**src/rtl/iis_pkg.sv**
```systemverilog
// Shared IIS definitions: sample width, slot FSM encoding and scheduling limits
// used by both the sender and the receiver.
package iis_pkg;

    localparam int unsigned SAMPLE_W   = 16;
    localparam int unsigned MIN_PERIOD = 4;
    localparam int unsigned UNDERRUN_W = 8;

    typedef logic [SAMPLE_W-1:0] sample_t;

    typedef enum logic [1:0] {
        ST_IDLE   = 2'd0,
        ST_SLOT_L = 2'd1,
        ST_SLOT_R = 2'd2
    } iis_state_e;

endpackage

```
**src/rtl/iis_tx_sched_if.sv**
```systemverilog
// Producer-side handshakes for the left/right channels plus the word/strobe
// pair that feeds the IIS sender.
interface iis_tx_sched_if;
    import iis_pkg::*;

    logic    l_valid;
    logic    l_ready;
    sample_t l_data;
    logic    r_valid;
    logic    r_ready;
    sample_t r_data;
    sample_t tx_data;
    logic    tx_wrreq;

    modport master (
        output l_valid, l_data, r_valid, r_data,
        input  l_ready, r_ready, tx_data, tx_wrreq
    );

    modport slave (
        input  l_valid, l_data, r_valid, r_data,
        output l_ready, r_ready, tx_data, tx_wrreq
    );

endinterface

```
**src/rtl/iis_chan_hold.sv**
```systemverilog
// One-entry holding register for a single channel, with its full flag,
// ready handshake and saturating count of slots that found it empty.
module iis_chan_hold
    import iis_pkg::*;
(
    input  logic                  clk,
    input  logic                  rst_n,
    input  logic                  valid,
    input  sample_t               data,
    input  logic                  issue,
    input  logic                  clr,
    output logic                  ready_c,
    output sample_t               word_c,
    output logic [UNDERRUN_W-1:0] underrun
);

    localparam logic [UNDERRUN_W-1:0] UR_MAX = '1;

    logic                  full_q, full_d;
    sample_t               hold_q, hold_d;
    logic [UNDERRUN_W-1:0] underrun_q, underrun_d;
    logic                  load_c;

    // Accepting on the issue edge lets a back-to-back producer never stall.
    assign ready_c  = !full_q || issue;
    assign load_c   = valid && ready_c;
    assign word_c   = full_q ? hold_q : '0;
    assign underrun = underrun_q;

    always_comb begin
        full_d     = full_q;
        hold_d     = hold_q;
        underrun_d = underrun_q;
        if (issue) begin
            full_d = 1'b0;
        end
        if (load_c) begin
            full_d = 1'b1;
            hold_d = data;
        end
        if (clr) begin
            underrun_d = '0;
        end else if (issue && !full_q && (underrun_q != UR_MAX)) begin
            underrun_d = underrun_q + UNDERRUN_W'(1);
        end
    end

    always_ff @(posedge clk or negedge rst_n) begin
        if (!rst_n) begin
            full_q     <= 1'b0;
            hold_q     <= '0;
            underrun_q <= '0;
        end else begin
            full_q     <= full_d;
            hold_q     <= hold_d;
            underrun_q <= underrun_d;
        end
    end

endmodule

```
**src/rtl/iis_tx_sched.sv**
```systemverilog
// Alternating left/right slot scheduler: every slot period it hands the current
// channel's held sample (or silence) to the IIS sender with a one-cycle strobe.
module iis_tx_sched #(
    parameter int unsigned PERIOD_W   = 16,
    parameter int unsigned MIN_PERIOD = iis_pkg::MIN_PERIOD
) (
    input  logic                           pclk,
    input  logic                           presetn,
    input  logic                           enable,
    input  logic [PERIOD_W-1:0]            period,
    input  logic                           clr_underrun,
    output logic [iis_pkg::UNDERRUN_W-1:0] underrun_l,
    output logic [iis_pkg::UNDERRUN_W-1:0] underrun_r,
    iis_tx_sched_if.slave                  bus
);
    import iis_pkg::sample_t;
    import iis_pkg::iis_state_e;
    import iis_pkg::ST_IDLE;
    import iis_pkg::ST_SLOT_L;
    import iis_pkg::ST_SLOT_R;

    localparam logic [PERIOD_W-1:0] MIN_P = PERIOD_W'(MIN_PERIOD);

    iis_state_e          state_q, state_d;
    logic [PERIOD_W-1:0] cnt_q, cnt_d;
    sample_t             tx_data_q, tx_data_d;
    logic                tx_wrreq_q, tx_wrreq_d;

    logic [PERIOD_W-1:0] reload_c;
    logic                tick_c;
    logic                issue_l_c, issue_r_c;
    sample_t             l_word_c, r_word_c;

    assign reload_c  = ((period < MIN_P) ? MIN_P : period) - PERIOD_W'(1);
    assign tick_c    = (state_q != ST_IDLE) && (cnt_q == '0);
    assign issue_l_c = tick_c && (state_q == ST_SLOT_L);
    assign issue_r_c = tick_c && (state_q == ST_SLOT_R);

    iis_chan_hold u_hold_l (
        .clk      (pclk),
        .rst_n    (presetn),
        .valid    (bus.l_valid),
        .data     (bus.l_data),
        .issue    (issue_l_c),
        .clr      (clr_underrun),
        .ready_c  (bus.l_ready),
        .word_c   (l_word_c),
        .underrun (underrun_l)
    );

    iis_chan_hold u_hold_r (
        .clk      (pclk),
        .rst_n    (presetn),
        .valid    (bus.r_valid),
        .data     (bus.r_data),
        .issue    (issue_r_c),
        .clr      (clr_underrun),
        .ready_c  (bus.r_ready),
        .word_c   (r_word_c),
        .underrun (underrun_r)
    );

    // Slot sequencing; a tick still issues even if enable drops on that cycle.
    always_comb begin
        state_d    = state_q;
        cnt_d      = cnt_q;
        tx_data_d  = tx_data_q;
        tx_wrreq_d = 1'b0;
        case (state_q)
            ST_IDLE: begin
                cnt_d = '0;
                if (enable) begin
                    state_d = ST_SLOT_L;
                    cnt_d   = reload_c;
                end
            end
            ST_SLOT_L: begin
                cnt_d = tick_c ? reload_c : (cnt_q - PERIOD_W'(1));
                if (tick_c) state_d = ST_SLOT_R;
            end
            ST_SLOT_R: begin
                cnt_d = tick_c ? reload_c : (cnt_q - PERIOD_W'(1));
                if (tick_c) state_d = ST_SLOT_L;
            end
            default: begin
                state_d = ST_IDLE;
                cnt_d   = '0;
            end
        endcase
        if (tick_c) begin
            tx_wrreq_d = 1'b1;
            tx_data_d  = issue_l_c ? l_word_c : r_word_c;
        end
        if (!enable) begin
            state_d = ST_IDLE;
            cnt_d   = '0;
        end
    end

    always_ff @(posedge pclk or negedge presetn) begin
        if (!presetn) begin
            state_q    <= ST_IDLE;
            cnt_q      <= '0;
            tx_data_q  <= '0;
            tx_wrreq_q <= 1'b0;
        end else begin
            state_q    <= state_d;
            cnt_q      <= cnt_d;
            tx_data_q  <= tx_data_d;
            tx_wrreq_q <= tx_wrreq_d;
        end
    end

    assign bus.tx_data  = tx_data_q;
    assign bus.tx_wrreq = tx_wrreq_q;

endmodule

```
**src/flat_wrapper.sv**
```systemverilog
// flat-port wrapper written by rule: the top's interface ports become plain ports
module iis_tx_sched_flat import iis_pkg::sample_t; import iis_pkg::iis_state_e; import iis_pkg::ST_IDLE; import iis_pkg::ST_SLOT_L; import iis_pkg::ST_SLOT_R;
#(
    parameter int unsigned PERIOD_W   = 16,
    parameter int unsigned MIN_PERIOD = iis_pkg::MIN_PERIOD
)
  (pclk, presetn, enable, period, clr_underrun, underrun_l, underrun_r, bus_l_valid, bus_l_data, bus_r_valid, bus_r_data, bus_l_ready, bus_r_ready, bus_tx_data, bus_tx_wrreq);
  iis_tx_sched_if bus_i ();
  input  logic pclk;
  input  logic presetn;
  input  logic enable;
  input  logic [PERIOD_W-1:0] period;
  input  logic clr_underrun;
  output logic [iis_pkg::UNDERRUN_W-1:0] underrun_l;
  output logic [iis_pkg::UNDERRUN_W-1:0] underrun_r;
  input wire logic [$bits(bus_i.l_valid)-1:0] bus_l_valid;
  input wire logic [$bits(bus_i.l_data)-1:0] bus_l_data;
  input wire logic [$bits(bus_i.r_valid)-1:0] bus_r_valid;
  input wire logic [$bits(bus_i.r_data)-1:0] bus_r_data;
  output wire logic [$bits(bus_i.l_ready)-1:0] bus_l_ready;
  output wire logic [$bits(bus_i.r_ready)-1:0] bus_r_ready;
  output wire logic [$bits(bus_i.tx_data)-1:0] bus_tx_data;
  output wire logic [$bits(bus_i.tx_wrreq)-1:0] bus_tx_wrreq;
  assign bus_i.l_valid = bus_l_valid;
  assign bus_i.l_data = bus_l_data;
  assign bus_i.r_valid = bus_r_valid;
  assign bus_i.r_data = bus_r_data;
  assign bus_l_ready = bus_i.l_ready;
  assign bus_r_ready = bus_i.r_ready;
  assign bus_tx_data = bus_i.tx_data;
  assign bus_tx_wrreq = bus_i.tx_wrreq;
  iis_tx_sched #(.PERIOD_W(PERIOD_W), .MIN_PERIOD(MIN_PERIOD)) u_core (.pclk(pclk), .presetn(presetn), .enable(enable), .period(period), .clr_underrun(clr_underrun), .underrun_l(underrun_l), .underrun_r(underrun_r), .bus(bus_i));
endmodule
```
**config.mk**
```make
export PLATFORM = sky130hd
export DESIGN_NAME = iis_tx_sched_flat
export DESIGN_NICKNAME = d
export VERILOG_FILES = /design/src/rtl/iis_pkg.sv /design/src/rtl/iis_tx_sched_if.sv /design/src/rtl/iis_chan_hold.sv /design/src/rtl/iis_tx_sched.sv /design/src/flat_wrapper.sv
export SDC_FILE = /design/constraint.sdc
export NUM_CORES = 1
export LEC_CHECK = 0
export ABC_AREA = 1
export CAP_MARGIN = 10
export CORE_ASPECT_RATIO = 0.8
export CORE_MARGIN = 2
export CORE_UTILIZATION = 30
export DETAILED_ROUTE_END_ITERATION = 10
export PLACE_DENSITY = 0.56
export SKIP_LAST_GASP = 1
export SLEW_MARGIN = 20
export SYNTH_ARGS = -nofsm -noshare
export SYNTH_HDL_FRONTEND = slang
export SYNTH_SLANG_ARGS = --single-unit
```
**constraint.sdc**
```tcl
create_clock -name pclk -period 4.81 [get_ports pclk]
set_clock_uncertainty 0.05 [all_clocks]
set_input_delay 1.2025 -clock pclk [delete_from_list [all_inputs] [get_ports pclk]]
set_output_delay 1.2025 -clock pclk [all_outputs]
set_load 0.02 [all_outputs]
```
==> summary.md, run 1 <==
| Metric | Value |
|---|---|
| Final Cycle Share | `83.4%` |
| IO Count | `89` |
| Worst Setup Path Type | `reg -> out` |
| Clk slew on worst S/H paths | `0.06 ns` |
| GRT Total Usage | `14.9%` |
| RSZ-0062 raised after global routing | `no` |
| First-pass GRT wire length | `20.5 mm` |
| # clock sinks | `85` |
| Worst-path cell with the longest stage delay | `clkdlybuf4s50_1` |
| Die extent in y | `117 um` |
| Fmax | `249 MHz` |
| Routed Antenna Nets | `0` |
| Xor and xnor area share after synthesis | `3.83%` |
| Post-CTS Setup Bufs | `0` |
| Clock root buffer | `clkbuf_16` |
| CP endpoint kind | `output port` |
| Yosys reg bits | `85` |
| Num CTS Buffers | `9` |
| VDD IR-drop max | `0.249 mV` |
| Kind of start point of the critical path | `flip-flop` |
| Register area share after synthesis | `44.2%` |
| Outcome | `completed` |
| Synth async-reset ratio | `100%` |
| M2 GR Usage | `23.1%` |
| Synthesized cell area | `just under 5000 um^2` |
| PostCTS Resize Cnt | `0` |
| WP data required | `roughly 3.6 ns` |
| Port buffer count | `88` |
| Max Cap Violations | `0` |
| Fraction of layout cells with a size suffix above 1 | `8.04%` |
| Setup_tns | `0 ns` |
| Row Count | `slightly above 40` |
| Drt pass-1 iters | `6` |
| GRT Max-Usage Layer | `met2` |
| Ys flop type | `dfrtp_1` |
| Max incr delay on CP | `0.65 ns` |
| NumNets Final | `729` |
| Routed WL | `about 12 mm` |
| Initial antenna violation count | `0` |
| Synth Area in Compound Gates | `between 10% and 20%` |
| WL/cell | `about 14 um` |
| Setup violations, final | `0` |
| Post-Synth Adder-Cell Area | `between 2 and 2.5%` |
| CTS tree | `yes` |
| P_leak | `2.82 nW` |
| Hold WS | `0.431 ns` |
| M3 GR Usage | `3.72%` |
| Worst-path maximum fanout | `19` |
| Via count | `~4,200` |
| Largest net degree at the start of global routing | `86` |
| DR DRC count | `0` |
| Syn. warnings | `0` |
| Detailed Place HPWL | `9.24 mm` |
| Chip width | `146 um` |
| Endpoints failing hold | `0` |
| Final Max Tran Viols | `0` |
| Post-synth EDFFs | `0` |
| Simple-Gate Fraction of Synth Area | `31.5%` |
| Largest family of logic cells by synthesized area | `simple AND/OR/NAND/NOR gates` |
| Vias in the first global route | `4,111` |
| Met1 GRT Util | `21.1%` |
| Initial core utilization | `30.5%` |
| Synth Instances | `590` |
| Max clock buf depth | `2` |
| Final design area excluding fillers | `6120 um^2` |
| Syn nets | `652` |
| Distinct cells, synth | `43` |
| H-tree depth | `3` |
| DR vias/cell | `between 4 and 5` |
| Initial drt markers | `256` |
| GRT overflow | `0` |
| Slew of the pin with the lowest slew margin | `0.783 ns` |
| Core area | `15,700 um^2` |
| Worst rel slew slack | `between 40 and 50%` |
| Synthesized area per cell | `about 8.1 um^2` |
| Placed inst area | `a little under 6000 um^2` |
| Data arrival, critical path | `2.76 ns` |
| Post-layout min period | `4.01 ns` |
| Clk Latency, worst-skew pair | `0.33 ns` |
| CP Cell Sequence | `inv_1, ha_1, nand4_4, nand2_4, clkdlybuf4s50_1` |
| PD cells | `394 nW/um^2` |
| Post-CTS Hold Buffers | `0` |
| Diodes inserted | `0` |
| Area growth syn-to-layout | `27.3%` |
| Multiplexer area fraction after synthesis | `0%` |
| Gp weighted congestion | `0.862` |
| Die ar. | `approximately 17,000 um^2` |
| Worst hold path class | `reg -> reg` |
[registers in the layout, indices dropped and copies added (netlist names)]
name / cells
u_core.u_hold_l.underrun: 8
u_core.bus.tx_wrreq: 1
u_core.u_hold_l.hold_q: 16
u_core.state_q: 2
u_core.bus.tx_data: 16
u_core.u_hold_r.underrun: 8
u_core.cnt_q: 16
u_core.u_hold_r.hold_q: 16
u_core.u_hold_l.full_q: 1
u_core.u_hold_r.full_q: 1
[logic make-up after synthesis]
| logic type | Yosys count |
|---|---|
| flops | 85 |
| simple gates | 322 |
| fa+ha+maj | 8 |
| xor+xnor | 21 |
| compound gates | 81 |
| buf+inv | 73 |
[final timing paths]
path,slack [ns],start,end,cells after the start
setup / recovery,0.80,u_core.state_q[1],bus_l_ready,5
hold / removal,0.43,u_core.u_hold_l.hold_q[15],u_core.u_hold_l.hold_q[15],2
setup reg to reg,2.39,u_core.state_q[1],u_core.u_hold_l.underrun[7],9
hold reg to reg,0.43,u_core.u_hold_l.hold_q[15],u_core.u_hold_l.hold_q[15],2
max in group asynchronous,3.30,presetn,u_core.u_hold_r.underrun[4],1
min in group asynchronous,0.88,presetn,u_core.u_hold_r.hold_q[13],1
[synth_stat cells, types with 2 or more instances]
cell / count / area [um^2]
xor2_1: 18 / 158
buf_6: 4 / 45.0
dfrtp_1: 85 / 2130
inv_2: 2 / 7.51
o21ai_1: 2 / 10.0
nand2_4: 4 / 45.0
nand2_1: 146 / 548
o31ai_1: 7 / 52.6
nor2_2: 2 / 12.5
buf_1: 2 / 7.51
a2bb2oi_1: 16 / 140
buf_2: 3 / 15.0
nand3_2: 5 / 50.1
o21ai_4: 2 / 32.5
a22oi_1: 2 / 15.0
a31oi_1: 16 / 100
nand4_1: 12 / 75.1
a21oi_2: 5 / 43.8
inv_1: 47 / 176
nor3_1: 6 / 30.0
clkbuf_1: 11 / 41.3
o211ai_1: 2 / 15.0
o21ai_0: 16 / 80.1
ha_1: 8 / 100
nand3_1: 76 / 380
nor2_1: 52 / 195
a21oi_1: 10 / 50.1
buf_4: 3 / 22.5
nor2_4: 3 / 33.8
xnor2_1: 3 / 26.3
nand2_2: 8 / 50.1
[worst max-delay path: cells and delay by family, from the launching register on]
kind	cells	cell delay [ns]
buf+inv	2	0.75
simple gates	2	0.65
fa+ha+maj	1	0.61
flops	1	0.40
[per-layer routing]
| metal | share of wire [%] | vias to the layer above |
|---|---|---|
| li1 | - | 2126 |
| met1 | 50 | 1988 |
| met2 | 44 | 103 |
| met3 | 5.2 | 4 |
| met4 | 0.62 | 0 |
| met5 | 0 | - |
[through the flow]
step                      std cells  util, %  power, mW  setup WS [ns]
after floorplan                 590        -       1.45           2.02
after global routing            887     38.9       2.57          0.596
after CTS                       887     38.8       2.44          0.781
after detailed placement        871     37.0       1.76           1.17
final                           887     38.9       2.41          0.799
after global placement          871     37.0       1.75           1.22
[area by class of cell]
type	instances	area, um^2
inverters	50	188
fillers	1622	9630
multi-input cells	432	2360
flip-flops and latches	85	2130
well taps	215	269
repair buffers	89	890
clock inverters	5	43.8
clock buffers	11	243
[placed cells by master, fill, tap and decap left out, drive strengths merged]
master         instances
nand2                158
clkdlybuf4s50         87
dfrtp                 85
nand3                 82
nor2                  58
inv                   51
o21ai                 20
xor2                  18
a31oi                 16
a2bb2oi               16
a21oi                 15
nand4                 13
clkbuf                11
ha                     8
o31ai                  7
nor3                   7
xnor2                  3
a22oi                  2
o211ai                 2
clkinvlp               2
clkinv                 2
buf                    2
nor4                   1
nand3b                 1
a21o                   1
o21bai                 1
a31o                   1
or2                    1
and3                   1
[report_power, final]
part | switching, mW | internal, mW | leakage, nW | total, mW
clock network | 0.296 | 0.371 | 0.134 | 0.667
logic | 0.416 | 0.322 | 1.56 | 0.738
registers | 0.131 | 0.875 | 1.12 | 1.01
total | 0.843 | 1.57 | 2.82 | 2.41
Power figures use the tool's default switching activity.
==> inputs of run 2 (changes only) <==
--- a/config.mk
+++ b/config.mk
@@ -11,7 +11,7 @@
 export CORE_MARGIN = 2
 export CORE_UTILIZATION = 30
 export DETAILED_ROUTE_END_ITERATION = 10
-export PLACE_DENSITY = 0.56
+export PLACE_DENSITY = 0.58
 export SKIP_LAST_GASP = 1
 export SLEW_MARGIN = 20
 export SYNTH_ARGS = -nofsm -noshare
==> constraint.sdc (replaced) <==
create_clock -name pclk -period 3.35 [get_ports pclk]
set_clock_uncertainty 0.05 [all_clocks]
set_input_delay 0.8375 -clock pclk [delete_from_list [all_inputs] [get_ports pclk]]
set_output_delay 0.8375 -clock pclk [all_outputs]
set_load 0.02 [all_outputs]
==> run 2 against run 1 <==
  * First-iteration DRC count up 8.6%
  * Combinational power up 46%
  * Critical path depth up 1
  * Critical endpoint is now bus_r_ready
==> summary.md, run 2 (synthesis gave the netlist of run 1 again) <==
| Metric | Value |
|---|---|
| Multi-input gate area | `2360 um^2 (unchanged)` |
| Post-layout min period | `3.20 ns` |
| Core area | `15,700 um^2 (unchanged)` |
| Port buffer count | `88 (unchanged)` |
| CTS tree | `yes` |
| Initial core utilization | `30.5% (unchanged)` |
| Final Cycle Share | `a little over nine tenths` |
| Routed Antenna Nets | `0 (unchanged)` |
| Setup crit start | `u_core.state_q[0]` |
| Max clock buf depth | `2 (unchanged)` |
| # clock sinks | `85 (unchanged)` |
| Clk Latency, worst-skew pair | `0.34 ns (about the same)` |
| Placed inst area | `5890 um^2 (+0.99%)` |
| IO Count | `89 (unchanged)` |
| Kind of start point of the critical path | `flip-flop` |
| VDD IR-drop max | `0.390 mV (+57%)` |
| Area growth syn-to-layout | `28.4%` |
| CP Cell Sequence | `inv_1, ha_1, inv_1, nand3_4, o21ai_4, clkdlybuf4s50_1` |
| Fraction of layout cells with a size suffix above 1 | `8.85% (+0.81 points)` |
| GRT overflow | `0 (unchanged)` |
| Endpoints failing hold | `0 (unchanged)` |
| Row Count | `41 (unchanged)` |
| RSZ-0062 raised after global routing | `no` |
| Num CTS Buffers | `9 (unchanged)` |
| Final design area excluding fillers | `6170 um^2 (+0.86%)` |
| P_leak | `2.85 nW (+1.2%)` |
| Initial antenna violation count | `0 (unchanged)` |
| PD cells | `565 nW/um^2 (+44%)` |
| DR DRC count | `0 (unchanged)` |
| NumNets Final | `735 (+0.82%)` |
| Most used cell, CP | `inv_1` |
| Most common cell after layout, fill and taps aside | `nand2_1` |
| CP endpoint kind | `output port` |
| Largest net degree at the start of global routing | `86 (unchanged)` |
| Chip width | `146 um (unchanged)` |
| WP data required | `2.46 ns (-1.10 ns)` |
| H-tree depth | `3 (unchanged)` |
| Clk slew on worst S/H paths | `0.07 ns (about the same)` |
| Worst-path cell with the longest stage delay | `clkdlybuf4s50_1` |
| Clock root buffer | `clkbuf_16` |
| Setup violations, final | `0 (unchanged)` |
| Initial drt markers | `278 (+8.6%)` |
| R2r endpoint | `u_core.cnt_q[15]` |
| Via count | `4,364 (+3.4%)` |
| FF/Latch Area | `2130 um^2 (unchanged)` |
| Worst Setup Path Type | `reg -> out` |
| Slew of the pin with the lowest slew margin | `0.684 ns (-0.0993 ns)` |
| Post-CTS Setup Bufs | `0 (unchanged)` |
| Max incr delay on CP | `0.64 ns (about the same)` |
| Sw power | `1.23 mW (+46%)` |
| Post-CTS Hold Buffers | `0 (unchanged)` |
| Fmax | `313 MHz` |
| Register-to-Register Path Depth | `10 (+1)` |
| GRT Total Usage | `15.7% (+0.83 points)` |
| Die extent in y | `117 um (unchanged)` |
| Detailed Place HPWL | `9.42 mm (+2.0%)` |
| Fillers | `1,617 (-0.31%)` |
| Data arrival, critical path | `2.31 ns (-0.45 ns)` |
| First-pass GRT wire length | `21.4 mm (+4.8%)` |
| Die ar. | `17,100 um^2 (unchanged)` |
| Gp weighted congestion | `0.900 (+4.4%)` |
| Setup_tns | `0 ns (unchanged)` |
| Worst-path maximum fanout | `5 (-14)` |
| Outcome | `completed` |
| R2r setup slk | `1.10 ns (-1.29 ns)` |
| Clock share of power | `27.6% (about the same)` |
| PostCTS Resize Cnt | `0 (unchanged)` |
| Drt pass-1 iters | `5 (-1)` |
| WL/cell | `14.5 um (+4.6%)` |
| Commonest non-fill, non-tap cells in the layout | `nand2_1 (146), clkdlybuf4s50_1 (87), dfrtp_1 (85)` |
| Routed WL | `13.0 mm (+5.3%)` |
| Final Max Tran Viols | `0 (unchanged)` |
| Worst rel slew slack | `54.3% (+6.5 points)` |
| Reg-to-Reg Start | `u_core.cnt_q[0]` |
| Pint | `2.26 mW (+44%)` |
| Sw frac | `35.2% (+0.23 points)` |
| Max Cap Violations | `0 (unchanged)` |
| Worst hold path class | `reg -> reg` |
| Combinational share of power | `31.0% (+0.4 points)` |
| CP endpoint | `bus_r_ready` |
| DR vias/cell | `4.89 (+2.7%)` |
| Diodes inserted | `0 (unchanged)` |
| Vias in the first global route | `4,348 (+5.8%)` |
| Sequential group share of total power | `41.4% (-0.4 points)` |
[run 2: cell count changes in the layout (fill, tap and decap cells not counted), sizes merged]
cell      delta
buf          +6
clkinv       +1
clkinvlp     -1
[run 2: cell type report]
type / count / area share, %
timing repair buffer: 95 / 15.3
sequential: 85 / 34.4
tap: 215 / 4.36
multi-input combinational: 432 / 38.3
inverter: 50 / 3.04
clock inverter: 5 / 0.689
clock buffer: 11 / 3.93
[run 2: power by group through the flow]
stage | clock [mW] | combinational, mW | sequential (mW)
after floorplan | 0 | 0.581 | 1.50
after detailed placement | 0 | 1.08 | 1.46
after global routing | 1.04 | 1.20 | 1.48
final | 0.964 | 1.08 | 1.45
after CTS | 0.992 | 1.09 | 1.44
after global placement | 0 | 1.07 | 1.46
[run 2: how the worst min path moves through the flow]
stage	startpoint	endpoint	slack, ns	depth (start not counted)
after detailed placement	u_core.u_hold_r.hold_q[13]	u_core.u_hold_r.hold_q[13]	0.41	2
after CTS	u_core.u_hold_r.hold_q[13]	u_core.u_hold_r.hold_q[13]	0.43	2
after floorplan	u_core.u_hold_l.hold_q[12]	u_core.u_hold_l.hold_q[12]	0.39	2
after global placement	u_core.u_hold_l.hold_q[1]	u_core.u_hold_l.hold_q[1]	0.41	2
after global routing	u_core.u_hold_r.hold_q[12]	u_core.u_hold_r.hold_q[12]	0.44	2
final	u_core.u_hold_r.hold_q[5]	u_core.u_hold_r.hold_q[5]	0.43	2
[run 2: worst max-delay path, delay by kind of cell, from the launching register on]
family,cells,cell delay [ns]
adder cells (fa/ha/maj),1,0.25
AND/OR/NAND/NOR,1,0.14
AO/OA/AOI/OAI,1,0.20
buffers and inverters,3,0.99
flip-flops,1,0.39
[run 2: layer usage]
layer / vias up / GRT usage, % / share of wire (%) / routed length [um]
li1: 2138 / - / - / -
met1: 2102 / 22.6 / 50 / 6490
met2: 111 / 24.1 / 43 / 5630
met3: 13 / 3.57 / 5.4 / 702
met4: 0 / 3.99 / 1.2 / 152
met5: - / 0 / 0 / 0
[run 2: per-stage QoR]
step / setup WS (ns) / std cells / power, mW / utilization, % / hold slack [ns]
3_5_place_dp: 0.0709 / 877 / 2.54 / 37.4 / 0.411
2_1_floorplan: 0.927 / 590 / 2.08 / - / 0.392
3_3_place_gp: 0.229 / 877 / 2.52 / 37.4 / 0.407
6_report: 0.154 / 893 / 3.49 / 39.2 / 0.425
5_1_grt: 0.0626 / 893 / 3.71 / 39.2 / 0.444
4_1_cts: 0.136 / 893 / 3.53 / 39.2 / 0.428
==> inputs of run 3 (changes only) <==
--- a/config.mk
+++ b/config.mk
@@ -11,9 +11,10 @@
 export CORE_MARGIN = 2
 export CORE_UTILIZATION = 30
 export DETAILED_ROUTE_END_ITERATION = 10
-export PLACE_DENSITY = 0.58
+export HOLD_SLACK_MARGIN = 0.15
+export PLACE_DENSITY = 0.57
 export SKIP_LAST_GASP = 1
-export SLEW_MARGIN = 20
 export SYNTH_ARGS = -nofsm -noshare
 export SYNTH_HDL_FRONTEND = slang
+export SYNTH_HIERARCHICAL = 1
 export SYNTH_SLANG_ARGS = --single-unit
==> run 3 against run 2 <==
  * Largest power group is now combinational logic
  * Global-route usage decreased by 1.1 points
  * Power grew 38%
  * Sequential share of layout area down 2.1 points
  * Highest routed layer unchanged
==> summary.md, run 3 <==
| Metric | Value |
|---|---|
| Outcome | `completed` |
| PostCTS Resize Cnt | `2 (+2)` |
| Hold Path Cell Cnt | `2 (unchanged)` |
| Post-CTS Hold Buffers | `0 (unchanged)` |
| H-tree depth | `3 (unchanged)` |
| R2r endpoint | `u_core/u_hold_l/underrun[1]` |
| # clock sinks | `85 (unchanged)` |
| Setup crit start | `u_core/state_q[0]` |
| Initial antenna violation count | `0 (unchanged)` |
| PD cells | `733 nW/um^2 (+30%)` |
| Row Count | `43 (+4.9%)` |
| Sw power | `1.97 mW (+60%)` |
| Diodes inserted | `0 (unchanged)` |
| Final Max Tran Viols | `0 (unchanged)` |
| Die extent in y | `122 um (+3.9%)` |
| WP data required | `2.46 ns (about the same)` |
| GRT overflow | `0 (unchanged)` |
| Clk slew on worst S/H paths | `0.07 ns (about the same)` |
| Post-synth top area cell | `dfrtp_1` |
| Post-synth EDFFs | `0 (unchanged)` |
| Syn nets | `730 (+12%)` |
| Detailed Place HPWL | `9.23 mm (-2.0%)` |
| Gp weighted congestion | `0.875 (-2.7%)` |
| Routed Antenna Nets | `0 (unchanged)` |
| Multi-input gate area | `2550 um^2 (+7.9%)` |
| Worst-path maximum fanout | `7 (+2)` |
| VDD IR-drop max | `0.349 mV (-11%)` |
| Clk Latency, worst-skew pair | `0.35 ns (about the same)` |
| NumNets Final | `819 (+11%)` |
| Fraction of layout cells with a size suffix above 1 | `11.0% (+2.2 points)` |
| Area growth syn-to-layout | `26.4%` |
| Commonest non-fill, non-tap cells in the layout | `nand2_1 (175), inv_1 (104), clkdlybuf4s50_1 (85), dfrtp_1 (85), nand3_1 (66)` |
| Most frequent cell after synthesis | `nand2_1` |
| Via count | `4,390 (+0.60%)` |
| Fmax | `316 MHz (+0.97%)` |
| Pint | `2.85 mW (+26%)` |
| Final Cycle Share | `94.5% (-0.92 points)` |
| Cell Count, Final, Fillers Out | `986 (+10%)` |
| Setup_tns | `0 ns (unchanged)` |
| Drt pass-1 iters | `4 (-1)` |
| Hold Path Sink | `u_core/bus.tx_data[14]` |
| Yosys top cell area share | `40.9% (-3.4 points)` |
| Slew of the pin with the lowest slew margin | `0.777 ns (+0.0928 ns)` |
| Port buffer count | `88 (unchanged)` |
| Data arrival, critical path | `2.28 ns (-0.03 ns)` |
| Kind of start point of the critical path | `flip-flop` |
| Worst hold path class | `reg -> reg` |
| RSZ-0062 raised after global routing | `no` |
| Reg-to-Reg Start | `u_core/state_q[0]` |
| Combinational share of power | `45.9% (+15 points)` |
| Initial core utilization | `30.3% (-0.21 points)` |
| Placed Cells | `970 (+11%)` |
| Hold Crit Start | `u_core/bus.tx_data[14]` |
| Fillers | `1,745 (+7.9%)` |
| Post-layout min period | `3.17 ns (-0.0308 ns)` |
| Ys flop type | `dfrtp_1` |
| Yosys reg bits | `85 (unchanged)` |
| Die ar. | `18,400 um^2 (+8.0%)` |
| Largest net degree at the start of global routing | `49 (-43%)` |
| Routed WL | `12.5 mm (-3.5%)` |
| Placed inst area | `6290 um^2 (+6.8%)` |
| Commonest cells in the netlist | `nand2_1 (175), inv_1 (104), dfrtp_1 (85), nand3_1 (66), nor2_1 (59)` |
| Sequential group share of total power | `34.2% (-7.2 points)` |
| Synth Instances | `667 (+13%)` |
| Synthesized cell area | `5200 um^2 (+8.2%)` |
| Worst rel slew slack | `48.2% (-6.0 points)` |
| Synth area leaders | `dfrtp_1 (41%), nand2_1 (13%), inv_1 (7.5%), nand3_1 (6.3%), mux2_4 (5.2%)` |
| Synthesized area per cell | `7.80 um^2 (-4.3%)` |
| FF/Latch Area | `2130 um^2 (unchanged)` |
| Core area | `17,200 um^2 (+9.0%)` |
| Sw frac | `40.9% (+5.7 points)` |
| Final core utilization | `38.3% (-0.88 points)` |
| Num CTS Buffers | `9 (unchanged)` |
| Max clock buf depth | `2 (unchanged)` |
| Final design area excluding fillers | `6580 um^2 (+6.5%)` |
| Synth async-reset ratio | `100% (unchanged)` |
| Syn. warnings | `6 (+6)` |
| Distinct cells, synth | `36 (-16%)` |
| Register-to-Register Path Depth | `10 (unchanged)` |
| Clock root buffer | `clkbuf_16` |
| WL/cell | `12.7 um (-13%)` |
| CTS tree | `yes` |
| First-pass GRT wire length | `21.1 mm (-1.6%)` |
| Register area share after synthesis | `40.9% (-3.4 points)` |
| DR vias/cell | `4.45 (-8.9%)` |
| Vias in the first global route | `4,097 (-5.8%)` |
| Worst Setup Path Type | `reg -> out` |
| Clock share of power | `19.9% (-7.7 points)` |
| Chip width | `151 um (+3.9%)` |
| DR DRC count | `0 (unchanged)` |
| Post-CTS Setup Bufs | `0 (unchanged)` |
| R2r setup slk | `1.13 ns (+0.03 ns)` |
| GRT Total Usage | `14.6% (-1.1 points)` |
| CP endpoint kind | `output port` |
| Endpoints failing hold | `0 (unchanged)` |
| P_leak | `3.31 nW (+16%)` |
| IO Count | `89 (unchanged)` |
| Initial drt markers | `307 (+10%)` |
| Most common cell after layout, fill and taps aside | `nand2_1` |
| Pwr Total | `4.82 mW (+38%)` |
| Max Cap Violations | `0 (unchanged)` |
| Setup violations, final | `0 (unchanged)` |
==> run 3: cell types whose count changed after synthesis, moves of 10 or more <==
| cell | previous run | this run |
|---|---|---|
| inv_1 | 47 | 104 |
| a2bb2oi_1 | 16 | 0 |
| a31oi_1 | 16 | 0 |
| nand3_1 | 76 | 66 |
| nand2_1 | 146 | 175 |
| a21oi_1 | 10 | 21 |
| mux2_2 | 0 | 14 |
| o21ai_0 | 16 | 29 |
| mux2_4 | 0 | 18 |
==> run 3: layer usage <==
metal / vias to the layer above / track usage (%) / wire (um)
li1: 2287 / - / -
met1: 2000 / 22.3 / 6500
met2: 96 / 20.6 / 5240
met3: 7 / 3.63 / 676
met4: 0 / 3.39 / 102
met5: - / 0 / 0
==> run 3: final cells by class <==
type	count	share of cell area, %
well taps	225	4.28
flip-flops and latches	85	32.3
inverters	110	6.28
clock inverters	6	0.666
multi-input cells	457	38.7
repair buffers	93	14.1
clock buffers	10	3.63
==> run 3: critical path, cell delays in order, from the launching register on <==
cell and delay [ns]:
dfrtp_1 0.42, inv_1 0.08, ha_1 0.29, nor3_4 0.26
nand3_4 0.15, nor2_1 0.15, inv_1 0.11, nand2_8 0.09
dlygate4sd2_1 0.38
==> run 3: worst max-delay path by stage <==
stage | to | cells past startpoint | slack (ns)
2_1_floorplan | u_core/cnt_q[8] | 15 | 0.87
3_3_place_gp | bus_r_ready | 8 | 0.26
3_5_place_dp | u_core/cnt_q[8] | 16 | 0.21
4_1_cts | bus_r_ready | 8 | 0.1
5_1_grt | bus_l_ready | 8 | 0.008
6_report | bus_r_ready | 8 | 0.18
==> run 3: kinds of logic after synthesis <==
logic type	Yosys count	synth area share (%)
AO/OA/AOI/OAI	63	6.76
XOR/XNOR	15	2.52
adder cells (fa/ha/maj)	9	2.16
buffers and inverters	125	10.3
flip-flops	85	40.9
multiplexers	32	8.22
AND/OR/NAND/NOR	338	29.2
==> run 3: power by group through the flow <==
stage | Clock (mW) | Combinational (mW) | Sequential (mW)
floorplan | 0 | 1.58 | 1.66
global placement | 0 | 2.21 | 1.67
detailed placement | 0 | 2.21 | 1.67
CTS | 1.01 | 2.22 | 1.65
global route | 1.04 | 2.51 | 1.71
finish | 0.958 | 2.21 | 1.65
==> run 3: per-stage QoR <==
step                worst slack, ns  hold WS, ns
global placement              0.262        0.439
finish                        0.184        0.452
floorplan                     0.868        0.430
detailed placement            0.208        0.439
CTS                          0.0966        0.457
global route                0.00844        0.479
